`src/rtl/multicycle_ctrl.sv`:
```
// Multi-cycle control FSM for the shared-datapath RV64 core.
// Steps FETCH/DECODE/EXEC/MEM/WB, guards memory waits, counts retires.
module multicycle_ctrl #(
   parameter int TIMEOUT = 16,
   parameter int CNT_W   = 64
) (
   input  logic             clk,
   input  logic             rst,
   input  logic             run,
   input  logic [6:0]       opcode,
   input  logic             mem_ready,
   output logic             mem_req,
   output logic             mem_we,
   output logic             addr_sel,
   output logic             ir_write,
   output logic             mdr_write,
   output logic             alu_src,
   output logic [1:0]       alu_op,
   output logic             reg_write,
   output logic [1:0]       wb_sel,
   output logic             pc_write,
   output logic             pc_src,
   output logic             halted,
   output logic             illegal,
   output logic             bus_err,
   output logic [CNT_W-1:0] instret
);

   localparam int CW = (TIMEOUT > 1) ? $clog2(TIMEOUT) : 1;

   localparam logic [6:0] OpR     = 7'b0110011;
   localparam logic [6:0] OpI     = 7'b0010011;
   localparam logic [6:0] OpLoad  = 7'b0000011;
   localparam logic [6:0] OpStore = 7'b0100011;
   localparam logic [6:0] OpJalr  = 7'b1100111;

   typedef enum logic [2:0] {
      Fetch  = 3'd0,
      Decode = 3'd1,
      Exec   = 3'd2,
      Mem    = 3'd3,
      Wb     = 3'd4,
      Halt   = 3'd5
   } state_t;

   state_t        state;
   logic [6:0]    opQ;
   logic [CW-1:0] waitCnt;
   logic          illegalQ;
   logic          busErrQ;
   logic          timeoutHit;
   logic          opLegal;
   logic          isR;
   logic          isI;
   logic          isLoad;
   logic          isStore;
   logic          isJalr;

   // Classify the latched opcode; drives EXEC/MEM/WB controls.
   always_comb begin
      isR     = (opQ == OpR);
      isI     = (opQ == OpI);
      isLoad  = (opQ == OpLoad);
      isStore = (opQ == OpStore);
      isJalr  = (opQ == OpJalr);
   end

   // Legality of the incoming opcode while in DECODE.
   always_comb begin
      opLegal = 1'b0;
      unique case (1'b1)
         (opcode == OpR):     opLegal = 1'b1;
         (opcode == OpI):     opLegal = 1'b1;
         (opcode == OpLoad):  opLegal = 1'b1;
         (opcode == OpStore): opLegal = 1'b1;
         (opcode == OpJalr):  opLegal = 1'b1;
         default:             opLegal = 1'b0;
      endcase
   end

   // Last allowed not-ready cycle of a request; TIMEOUT=0 never fires.
   always_comb begin
      timeoutHit = (TIMEOUT != 0) &&
                   (waitCnt == CW'(TIMEOUT - 1));
   end

   // State, latched opcode, wait counter, sticky flags, retire count.
   always_ff @(posedge clk or posedge rst) begin
      if (rst) begin
         state    <= Fetch;
         opQ      <= '0;
         waitCnt  <= '0;
         instret  <= '0;
         illegalQ <= 1'b0;
         busErrQ  <= 1'b0;
      end else begin
         unique case (state)
            Fetch: begin
               if (run) begin
                  if (mem_ready) begin
                     state   <= Decode;
                     waitCnt <= '0;
                  end else if (timeoutHit) begin
                     state   <= Halt;
                     busErrQ <= 1'b1;
                  end else begin
                     waitCnt <= waitCnt + CW'(1);
                  end
               end
            end
            Decode: begin
               opQ <= opcode;
               if (opLegal) begin
                  state <= Exec;
               end else begin
                  state    <= Halt;
                  illegalQ <= 1'b1;
               end
            end
            Exec: begin
               if (isLoad || isStore) begin
                  state   <= Mem;
                  waitCnt <= '0;
               end else begin
                  state <= Wb;
               end
            end
            Mem: begin
               if (mem_ready) begin
                  waitCnt <= '0;
                  if (isStore) begin
                     state   <= Fetch;
                     instret <= instret + CNT_W'(1);
                  end else begin
                     state <= Wb;
                  end
               end else if (timeoutHit) begin
                  state   <= Halt;
                  busErrQ <= 1'b1;
               end else begin
                  waitCnt <= waitCnt + CW'(1);
               end
            end
            Wb: begin
               state   <= Fetch;
               waitCnt <= '0;
               instret <= instret + CNT_W'(1);
            end
            Halt: begin
               state <= Halt;
            end
            default: begin
               state <= Halt;
            end
         endcase
      end
   end

   // Per-state datapath enables, decoded from state and opQ.
   always_comb begin
      mem_req   = 1'b0;
      mem_we    = 1'b0;
      addr_sel  = 1'b0;
      ir_write  = 1'b0;
      mdr_write = 1'b0;
      alu_src   = 1'b0;
      alu_op    = 2'b11;
      reg_write = 1'b0;
      wb_sel    = 2'b00;
      pc_write  = 1'b0;
      pc_src    = 1'b0;
      halted    = 1'b0;
      if (state == Exec || state == Mem || state == Wb) begin
         alu_src = ~isR;
         unique case (1'b1)
            isR:     alu_op = 2'b10;
            isI:     alu_op = 2'b01;
            default: alu_op = 2'b00;
         endcase
      end
      unique case (state)
         Fetch: begin
            mem_req  = run;
            ir_write = run & mem_ready;
         end
         Mem: begin
            mem_req   = 1'b1;
            addr_sel  = 1'b1;
            mem_we    = isStore;
            mdr_write = mem_ready & isLoad;
            pc_write  = mem_ready & isStore;
         end
         Wb: begin
            reg_write = 1'b1;
            pc_write  = 1'b1;
            pc_src    = isJalr;
            wb_sel    = isLoad ? 2'b01 :
                        isJalr ? 2'b10 : 2'b00;
         end
         Halt: begin
            halted = 1'b1;
         end
         default: begin
            halted = 1'b0;
         end
      endcase
   end

   assign illegal = illegalQ;
   assign bus_err = busErrQ;

endmodule

```
`config.mk`:
```
export PLATFORM = sky130hd
export DESIGN_NAME = multicycle_ctrl
export DESIGN_NICKNAME = d
export VERILOG_FILES = /design/src/rtl/multicycle_ctrl.sv
export SDC_FILE = /design/constraint.sdc
export NUM_CORES = 1
export LEC_CHECK = 0
export ABC_AREA = 1
export CELL_PAD_IN_SITES_DETAIL_PLACEMENT = 0
export CELL_PAD_IN_SITES_GLOBAL_PLACEMENT = 2
export CORE_MARGIN = 2
export CORE_UTILIZATION = 27
export CTS_CLUSTER_SIZE = 30
export DETAILED_ROUTE_END_ITERATION = 12
export PLACE_DENSITY_LB_ADDON = 0.1
export SYNTH_ARGS = -nofsm -noshare
export SYNTH_HDL_FRONTEND = slang
export SYNTH_SLANG_ARGS = --single-unit
```
`constraint.sdc`:
```
create_clock -name clk -period 2.6 [get_ports clk]
set_input_delay 0.52 -clock clk [delete_from_list [all_inputs] [get_ports clk]]
set_output_delay 0.52 -clock clk [all_outputs]
set_load 0.02 [all_outputs]
```
==> metrics.yaml <==
antenna_found_initial: 0
dp_hpwl_um: 12030
start_util: 0.2727
n_antenna_cell: 0
slew_headroom: 0.6510
die_w_um: 140.8
drive_gt1_frac: 0.08568
grtUsageTotal: 0.1621
endpoint_kind: "primary output"
drcViolationCount: 0
first_iter_violations: 246
leakage_nw: 3.049
min_period_ns: 2.458
synth.cell_area_sq_um: 5050
cp_slowest_stage_delay_ns: 0.63
grt_pass1_vias: 4653
cp_max_fo: 7
post_cts_buffers: 0
die_height_um: 140.8
clock_path_buffers: 2
r2r-end: "instret[55]$_DFFE_PP0P_"
netlist.area_leader.share: 0.3964
slowest_stage: "clkdlybuf4s50_1"
worst_pin_slew_ns: 0.5195
synth_common_cells: "253 x nand2_1, 95 x nor2_1, 87 x inv_1"
num_vias: 4703
cts_hold_buf: 0
rsz0062_at_grt: "no"
cts_tree: "yes"
final_nets: 825
p_per_area_nw_per_um2: 409.3
reg2regPathDepth: 10
drv_cap: 0
clk_latency_ns: 0.34
dieArea_sq_um: 19810
clock_sinks: 80
cts_inserted_buffers: 9
syn_avg_cell_area_sq_um: 7.133
htreeDepth: 3
hold_depth: 2
io_pins: 91
synthFlopType: "dfrtp_1"
wl_per_cell_um: 14.70
setup_viol: 0
period_share: 0.9453
final-seq-area_sq_um: 2002
worstPathRequired_ns: 2.08
skew_ns: 0.01148
path_cells: "nor2_4, inv_1, o21ai_0, clkdlybuf4s50_1"
synth_warnings: 0
port_buffers: 90
vias_per_cell: 4.475
synth_edf_count: 0
grt-ovfl-total: 0
min_to: "illegal$_DFFE_PP0P_"
r2r-start: "opQ[3]$_DFFE_PP0N_"
hold_viol: 0
firstDrtPassIters: 5
num_rows: 50
async_flop_share: 1.000
area_growth_pct: 31.07
drtAntennaViolNets: 0
synth-seq-cells: 80
multi_input_comb_area_sq_um: 2680
root_buffer: "clkbuf_16"
path_buf_inv: 2
startpoint_type: "flop"
reg2reg_setup_slack_ns: 0.52
finalInstanceArea_sq_um: 6619
postPlaceCellArea_sq_um: 6286
final.fill_count: 1974
status: "finished clean"
hp-start: "illegal$_DFFE_PP0P_"
seq_area_frac_synth: 0.3964
synth_cell_types: 33
grt_first_pass_wirelength_um: 25230
cp_top_family: "buffers and inverters"
synth_nets: 721
ir_worst_vdd_mv: 0.2828
grt_start_max_net_pins: 81
gp_congestion: 0.8072
finalMaxSlewViolations: 0
core_sq_um: 18520
yosys.area.top_type: "dfrtp_1"
clkTransAtPathRegs_ns: 0.06
synth.most_common_cell: "nand2_1"
yosys-top-cells-area: "dfrtp_1 40%, nand2_1 19%, nor2_1 7.1%, inv_1 6.5%, nand3_1 3.9%"
worstSetupPathType: "reg2out"
hold_path_class: "reg2reg"
fin_tns_setup_ns: 0
wl_um: 15450
synthCells: 708
max_freq_mhz: 406.9
crit_arrival_ns: 1.94
## registers in the layout (all words and copies together), names as in the netlist
name	count
illegal	1
opQ	7
waitCnt	4
state	3
instret	64
bus_err	1
## timing repair
action	4_1_cts	5_1_grt
resized for setup	3	6
setup endpoints to repair	3	5
pin swaps	0	0
## power breakdown
part           internal, W  switching (W)
logic            0.0000204      0.0000363
registers          0.00124              0
clock network     0.000863       0.000545
total              0.00213       0.000581
## kinds of logic (layout without fill, tap and decap cells)
logic type | Yosys count | in the layout | share of synthesized area
and+or+nand+nor | 474 | 474 | 0.4346
xor gates and xnor gates | 32 | 32 | 0.06293
buffers and inverters | 95 | 204 | 0.07433
DFF | 80 | 80 | 0.3964
AOI/OAI and AO/OA | 25 | 25 | 0.02676
adders and majority gates | 2 | 2 | 0.004955
## tightest hold or removal path, stage by stage (launching register included)
cell,delay [ns]
dfrtp_1,0.35
inv_1,0.04
nand2_1,0.05
## through the flow
stage	hold slack [ns]	power (W)	utilization	instances	worst slack, ns
3_3_place_gp	0.4539	0.001327	0.3395	1035	0.1510
6_report	0.4769	0.002709	0.3574	1051	0.1422
5_1_grt	0.4994	0.002813	0.3574	1051	0.04352
3_5_place_dp	0.4592	0.001328	0.3395	1035	0.1402
2_1_floorplan	0.4417	0.001292	-	708	0.02826
4_1_cts	0.4744	0.002752	0.3566	1051	0.01457
## cells in the final DEF (no fill, tap or decap), drive strengths merged, types with 9 or more instances in the layout
cell           synthesis  routed
dfrtp                 80      80
xor2                  18      18
o21ai                 17      17
clkbuf                 0      10
clkdlybuf4s50          0      83
inv                   89      88
nand4                 20      20
nand2                259     259
xnor2                 14      14
nand3                 43      43
nor3                  10      10
nor2                 116     116
buf                    6       9
nand3b                21      21
## worst max path at each step
| stage | startpoint | endpoint | slack (ns) | depth (start not counted) |
|---|---|---|---|---|
| 2_1_floorplan | rst | bus_err$_DFFE_PP0P_ | 0.03 | 1 |
| 3_3_place_gp | mem_ready | mdr_write | 0.15 | 4 |
| 3_5_place_dp | mem_ready | mdr_write | 0.14 | 4 |
| 4_1_cts | opQ[3]$_DFFE_PP0N_ | pc_write | 0.01 | 6 |
| 5_1_grt | state[2]$_DFFE_PP0P_ | mem_req | 0.04 | 4 |
| 6_report | state[2]$_DFFE_PP0P_ | mem_req | 0.14 | 4 |
## cell type report
| cell class | count | share of cell area |
|---|---|---|
| multi-input cells | 533 | 0.4049 |
| flip-flops and latches | 80 | 0.3025 |
| repair buffers | 99 | 0.1491 |
| inverters | 89 | 0.05066 |
| well taps | 234 | 0.04423 |
| clock buffers | 10 | 0.03611 |
| clock inverters | 6 | 0.01248 |
## layer usage
| metal | GRT usage | wire length [um] | vias up |
|---|---|---|---|
| met4 | 0.04579 | 133 | 0 |
| met3 | 0.02242 | 519 | 8 |
| met5 | 0 | 0 | - |
| li1 | - | - | 2424 |
| met1 | 0.2317 | 7877 | 2191 |
| met2 | 0.2567 | 6916 | 80 |
No activity file was read; power rests on OpenSTA's default activity.
